===== src/rtl/tx_buffer_pkg.sv =====
// Shared sizing constants for the four-entry transmit buffer.
package tx_buffer_pkg;

  localparam int unsigned TXB_DEPTH  = 4;
  localparam int unsigned TXB_PTR_W  = 3;
  localparam int unsigned TXB_ADDR_W = TXB_PTR_W - 1;

endpackage


===== src/rtl/tx_buffer_fifo_4.sv =====
// Four-word egress buffer between the TX framer and the lane transmitter;
// every dout_req yields exactly one dout_valid pulse, with idle filler when empty.
module tx_buffer_fifo_4
  import tx_buffer_pkg::*;
#(
  parameter int unsigned      WIDTH     = 400,
  parameter logic [WIDTH-1:0] IDLE_WORD = '0
) (
  input  logic                 clk,
  input  logic                 arst_n,
  input  logic                 flush,
  input  logic [WIDTH-1:0]     din,
  input  logic                 din_valid,
  output logic                 din_ready,
  input  logic                 dout_req,
  output logic [WIDTH-1:0]     dout,
  output logic                 dout_valid,
  output logic                 dout_idle,
  output logic                 underflow,
  output logic                 overflow,
  output logic [TXB_PTR_W-1:0] fill
);

  logic [TXB_PTR_W-1:0] wr_ptr;
  logic [TXB_PTR_W-1:0] rd_ptr;
  logic [WIDTH-1:0]     mem [TXB_DEPTH];
  logic                 full;
  logic                 empty;
  logic                 wr_en;
  logic                 rd_en;

  // Wrap bit distinguishes full from empty when addresses coincide.
  assign empty     = (wr_ptr == rd_ptr);
  assign full      = (wr_ptr[TXB_ADDR_W-1:0] == rd_ptr[TXB_ADDR_W-1:0]) &&
                     (wr_ptr[TXB_PTR_W-1] != rd_ptr[TXB_PTR_W-1]);
  assign din_ready = ~full;
  assign fill      = wr_ptr - rd_ptr;

  assign wr_en = din_valid & ~full  & ~flush;
  assign rd_en = dout_req  & ~empty & ~flush;

  // Storage carries no reset; only the pointers define validity.
  always_ff @(posedge clk) begin
    if (wr_en) begin
      mem[wr_ptr[TXB_ADDR_W-1:0]] <= din;
    end
  end

  always_ff @(posedge clk or negedge arst_n) begin
    if (!arst_n) begin
      wr_ptr     <= '0;
      rd_ptr     <= '0;
      dout       <= '0;
      dout_valid <= 1'b0;
      dout_idle  <= 1'b0;
      underflow  <= 1'b0;
      overflow   <= 1'b0;
    end else if (flush) begin
      // Coincident request is dropped; dout/dout_idle keep their last value.
      wr_ptr     <= '0;
      rd_ptr     <= '0;
      dout_valid <= 1'b0;
      underflow  <= 1'b0;
      overflow   <= 1'b0;
    end else begin
      if (wr_en) begin
        wr_ptr <= wr_ptr + TXB_PTR_W'(1);
      end
      if (rd_en) begin
        rd_ptr <= rd_ptr + TXB_PTR_W'(1);
      end
      dout_valid <= dout_req;
      underflow  <= dout_req & empty;
      overflow   <= din_valid & full;
      if (dout_req) begin
        dout      <= empty ? IDLE_WORD : mem[rd_ptr[TXB_ADDR_W-1:0]];
        dout_idle <= empty;
      end
    end
  end

endmodule

===== config.mk =====
export PLATFORM = sky130hd
export DESIGN_NAME = tx_buffer_fifo_4
export DESIGN_NICKNAME = d
export VERILOG_FILES = /design/src/rtl/tx_buffer_pkg.sv /design/src/rtl/tx_buffer_fifo_4.sv
export SDC_FILE = /design/constraint.sdc
export NUM_CORES = 1
export LEC_CHECK = 0
export BUFFER_PORTS_ARGS = -buffer_cell sky130_fd_sc_hd__buf_4
export CAP_MARGIN = 20
export CORE_ASPECT_RATIO = 0.75
export CORE_MARGIN = 2
export CORE_UTILIZATION = 23
export CTS_BUF_LIST = sky130_fd_sc_hd__clkbuf_2 sky130_fd_sc_hd__clkbuf_4 sky130_fd_sc_hd__clkbuf_8
export CTS_CLUSTER_SIZE = 12
export DETAILED_ROUTE_END_ITERATION = 16
export GPL_ROUTABILITY_DRIVEN = 0
export SETUP_SLACK_MARGIN = 0.4
export SLEW_MARGIN = 25
export SYNTH_ARGS = -nofsm -noshare
export SYNTH_HDL_FRONTEND = slang
export SYNTH_SLANG_ARGS = --single-unit

===== constraint.sdc =====
create_clock -name clk -period 11.05 [get_ports clk]
set_input_delay 3.315 -clock clk [delete_from_list [all_inputs] [get_ports clk]]
set_output_delay 3.315 -clock clk [all_outputs]
set_load 0.05 [all_outputs]

* Word level (Yosys, flattened, before mapping)
Memory sizes are Yosys's and may differ from the RTL's.
Cells that the tools add are included.
** Cells by class
- Add/sub/neg operators :: 3
- Multipliers :: 0
- Div/mod/pow operators :: 0
- Magnitude comparators :: 0
- Equality and inequality tests :: 3
- Shift operators :: 0
- Mux-type cells :: 10
- Bitwise logic cells :: 9
- Reductions and logical operators :: 4
** Operator list (number)
- $mux W400 :: 1
- $mux W3 :: 4
- $add A3 B1 Y3 const B :: 2
- $and A1 B1 Y1 :: 6
- $mux W1 :: 5
- $reduce_bool A2 Y1 :: 2
- $eq A3 B3 Y1 :: 1
- $not A1 Y1 :: 3
- $sub A3 B3 Y3 :: 1
- $eq A2 B2 Y1 :: 1
- $reduce_and A2 Y1 :: 1
- $logic_and A1 B1 Y1 :: 1
- $ne A1 B1 Y1 :: 1
** Storage, ports and cells
- Bits in registers :: 410
- Latch bits :: 0
- RAM bits :: 1600
- ROM bits :: 0
- Output and inout port bits :: 408
- Memories :: 1
** Memory list
- mem :: words 4, width 400, read ports 1, clocked after Yosys merged registers in 0, wr ports 1, RTL line tx_buffer_fifo_4.sv:26 : logic [WIDTH-1:0] mem [TXB_DEPTH];

* Logic depth before layout (Yosys ltp)
- Depth in word-level cells :: 7
- Gate-level depth with buffers :: 9
- Depth with buffers taken out :: 5

* Least setup slack after synthesis
Ideal clock, no wire load.
- Path type :: input to register
- Start point :: in flush
- End point :: mem mem[0][0] (enable)
- Data arrival time :: 12.767 ns
- Setup slack :: -2.534 ns
- Stages on the path :: 3
- Path through :: clkbuf_1 > inv_1 > and3_1
** Between the ends
- Longest elaborated chain between the ends :: 4
** RTL lines
- from (decl) :: RTL line tx_buffer_fifo_4.sv:11 : input logic flush,
- $not A1 Y1 (no source line)
- $and A1 B1 Y1 :: RTL line tx_buffer_fifo_4.sv:39 : assign wr_en = din_valid & ~full & ~flush;
- $mux W1 :: RTL line tx_buffer_fifo_4.sv:44 : if (wr_en) begin
- $mux W1 (implied by the code) :: RTL line tx_buffer_fifo_4.sv:45 : mem[wr_ptr[TXB_ADDR_W-1:0]] <= din;
- to (decl) :: RTL line tx_buffer_fifo_4.sv:26
No other way between the ends.

* Worst setup path in the final report
- Start point :: reg rd_ptr[1]
- End point :: out din_ready
** Between the ends
- Longest elaborated chain between the ends :: 3
** RTL lines
- from (decl) :: RTL line tx_buffer_fifo_4.sv:25 : logic [TXB_PTR_W-1:0] rd_ptr;
- from (signal assigned) :: RTL line tx_buffer_fifo_4.sv:70 : rd_ptr <= rd_ptr + TXB_PTR_W'(1);
- $eq A2 B2 Y1 :: RTL line tx_buffer_fifo_4.sv:34 : assign full = (wr_ptr[TXB_ADDR_W-1:0] == rd_ptr[TXB_ADDR_W-1:0]) &&
- $logic_and A1 B1 Y1 :: RTL line tx_buffer_fifo_4.sv:34
- $not A1 Y1 :: RTL line tx_buffer_fifo_4.sv:36 : assign din_ready = ~full;
- to (decl) :: RTL line tx_buffer_fifo_4.sv:14 : output logic din_ready,
No other way between the ends.

==> run_results.csv <==
group,metric,value,unit
finish,layout.nets,4467,
setup_path,endpoint_kind,"output pin",
route,avgViaCountPerCell,4.17,
sta,tightest_slew,1180,ps
setup_path,arrival,2960,ps
sta,timing.slew.headroom,0.211,
route,drc,0,
clocking,clkLatencyLatePin,950,ps
sta,setup_viol,0,
synth,synthCells,3042,
status,outcome,"finished clean",
route,drt-met1-wl,71900,um
sta,period_share,0.568,
sta,rsz0062_at_grt,"no",
synth,ys_seq_area_frac,0.809,
sta,slew_violations,0,
route,drtAntennaViolNets,0,
clocking,cts_tree,"built",
hold_path,hold_path.startpoint,"dout[65]$_DFFE_PN0P_",
clocking,cts_sinks,2010,
floorplanning,rows,177,
flow_run,cap_violations,0,
synth,synthesis.area,0.0721,mm2
hold_path,holdPathEnd,"dout[65]$_DFFE_PN0P_",
setup_path,rrSetupSlack,6130,ps
synth,syn_area_per_cell,23.7,um2
sta,final.min_clock_period,6280,ps
floorplanning,start_util,0.232,
finish,fillers,30446,
route,wl,184000,um
pwr,p_total,20.5,mW
sta,max_freq,0.159,GHz
route,wl_per_cell,21.8,um
clocking,clockBufferDepth,4,
sta,finalHoldViolations,0,
route,wl_met2,94800,um
finish,fin_cells,8457,
clocking,htree_levels,5,
clocking,numCtsBuffers,326,
floorplanning,core,0.311,mm2
setup_path,slowest_delay,1050,ps
finish,layout-drive-gt1-share,0.425,
clocking,cts_setup_buffers,0,
route,drt_iter0_markers,2470,
setup_path,cp_data_required_time,7740,ps
synth,ys_types,33,
synth,ys_ff_latch,2010,
route,first_pass_iters,5,
grt,grt_pass1_wl,264000,um
setup_path,cp_slowest_cell,"dfrtp_4",
setup_path,reg2reg_depth,6,
sta,whs,503,ps
placement,placed_cells,7842,
route,wl_met3,12400,um
placement,dp_hpwl,110000,um
floorplanning,die_h,489,um
pwr,cellLeakagePower,31.6,nW
pwr,powerDensity,228,mW/mm2
clocking,ctsHoldBuffers,0,
finish,finalInstanceArea,0.0900,mm2
placement,place_ws,4940,ps
setup_path,path_max_fanout,56,
setup_path,crit_family,"flip-flops",
grt,antenna_found_initial,34,
synth,ys.flop_type,"edfxtp_1",
sta,fin_ws,4770,ps
setup_path,worstPathCellList,"inv_1, ha_1, nand3_1, buf_4",
grt,grt_overflow_total,0,
synth,yosys_warnings,0,
clocking,cts-resized-gates,0,
finish,syn_to_final_growth,24.8,%
setup_path,cp-start-kind,"flip-flop",
sta,finalClockSkew,82.0,ps
clocking,cts_root_buf,"clkbuf_8",
synth,synth_nets,3455,
setup_path,worstSetupPathType,"flip-flop to output pin",
clocking,path_clk_slew,60,ps
floorplanning,io_pins,813,
setup_path,critPathBufInv,2,
hold_path,hold-path-cell-count,1,
placement,port_buffers,812,
grt,grt.total_usage,0.111,
placement,dpl-instance-area,0.0831,mm2
route,num_vias,35254,
route,routed.top_layer,"met5",
grt,grt_max_degree,138,
setup_path,r2r_start,"rd_ptr[0]$_DFFE_PN0P_",
synth,synthArstFlopShare,0.204,
grt,grt_pass1_vias,36916,
synth,synth-edff-count,1600,
floorplanning,die-area,0.318,mm2
hold_path,min_path_type,"flip-flop to flip-flop",
pwr,peakVddDrop,0.160,mV
setup_path,r2r_end,"dout[68]$_DFFE_PN0P_",
floorplanning,die_w,650,um
==> final cells by class <==
class	count	area [um2]	share of cell area
Clock inverter	107	810	0.00900
Tap cell	4117	5150	0.0573
Antenna cell	17	42.5	0.000473
Clock buffer	490	5970	0.0664
Inverter	9	33.8	0.000375
Timing Repair Buffer	864	6740	0.0749
Sequential cell	2010	58300	0.648
Multi-Input combinational cell	843	12900	0.143
==> routing by layer <==
metal / vias to the layer above / global-route usage
li1: 14999 / -
met1: 18895 / 0.132
met2: 1004 / 0.192
met3: 318 / 0.0340
met4: 38 / 0.0376
met5: - / 0
==> registers in the layout, summed over array words and instances (netlist names) <==
| name | cells |
|---|---|
| dout_idle | 1 |
| wr_ptr | 3 |
| dout | 400 |
| dout_valid | 1 |
| mem | 1600 |
| rd_ptr | 3 |
| overflow | 1 |
| underflow | 1 |
==> through the flow <==
step / setup TNS (ps) / utilization
2_1_floorplan: -1012760 / -
3_3_place_gp: 0 / 0.267
3_5_place_dp: 0 / 0.267
4_1_cts: 0 / 0.289
5_1_grt: 0 / 0.289
6_report: 0 / 0.289
==> Yosys cell counts, drive strengths merged (2+ instances only) <==
master / count / area [um2]
edfxtp: 1600 / 48000
o2111ai: 3 / 26.3
mux4: 400 / 9010
nor2: 5 / 18.8
o21a: 2 / 15.0
mux2: 2 / 22.5
dfrtp: 410 / 10300
o31ai: 2 / 15.0
buf: 94 / 526
a22o: 400 / 3500
ha: 7 / 87.6
xnor2: 2 / 17.5
inv: 9 / 33.8
and3: 4 / 25.0
clkbuf: 86 / 323
==> power breakdown <==
group	switching [mW]	internal (mW)	total (mW)	leakage, nW
Sequential	0.400	8.84	9.24	19.9
Clock	3.00	3.63	6.64	3.59
Combinational	3.02	1.63	4.65	8.08
Total	6.42	14.1	20.5	31.6
==> worst max-delay path by stage <==
stage | startpoint | to | cells after the start
floorplan | flush | mem[3][0]$_DFFE_PP_ | 3
global placement | flush | mem[0][185]$_DFFE_PP_ | 5
detailed placement | flush | dout[12]$_DFFE_PN0P_ | 6
CTS | rd_ptr[1]$_DFFE_PN0P_ | din_ready | 4
global route | rd_ptr[1]$_DFFE_PN0P_ | din_ready | 4
finish | rd_ptr[1]$_DFFE_PN0P_ | din_ready | 4
==> cell usage in the layout (no fill, tap or decap), types with 3 or more instances in the layout <==
cell type / count
a22o_1: 400
and3_4: 4
buf_12: 18
buf_4: 844
bufinv_16: 6
clkbuf_4: 123
clkbuf_8: 367
clkinv_1: 36
clkinv_2: 34
clkinv_4: 3
clkinv_8: 5
clkinvlp_4: 12
dfrtp_1: 408
diode_2: 17
edfxtp_1: 1600
ha_1: 7
inv_1: 9
inv_6: 3
inv_8: 6
mux4_2: 400
nor2_1: 5
o2111ai_1: 3
==> cells by family (layout without fill, tap and decap cells) <==
group / after synthesis / count (layout) / synth area share
simple gates: 18 / 18 / 0.00142
xor+xnor: 3 / 3 / 0.000365
fa+ha+maj: 8 / 8 / 0.00149
flops: 2010 / 2010 / 0.809
buf+inv: 189 / 1470 / 0.0122
other cells: 0 / 17 / 0
mux: 402 / 402 / 0.125
compound gates: 412 / 412 / 0.0501
Note: power is estimated with default switching activity, not from simulation.
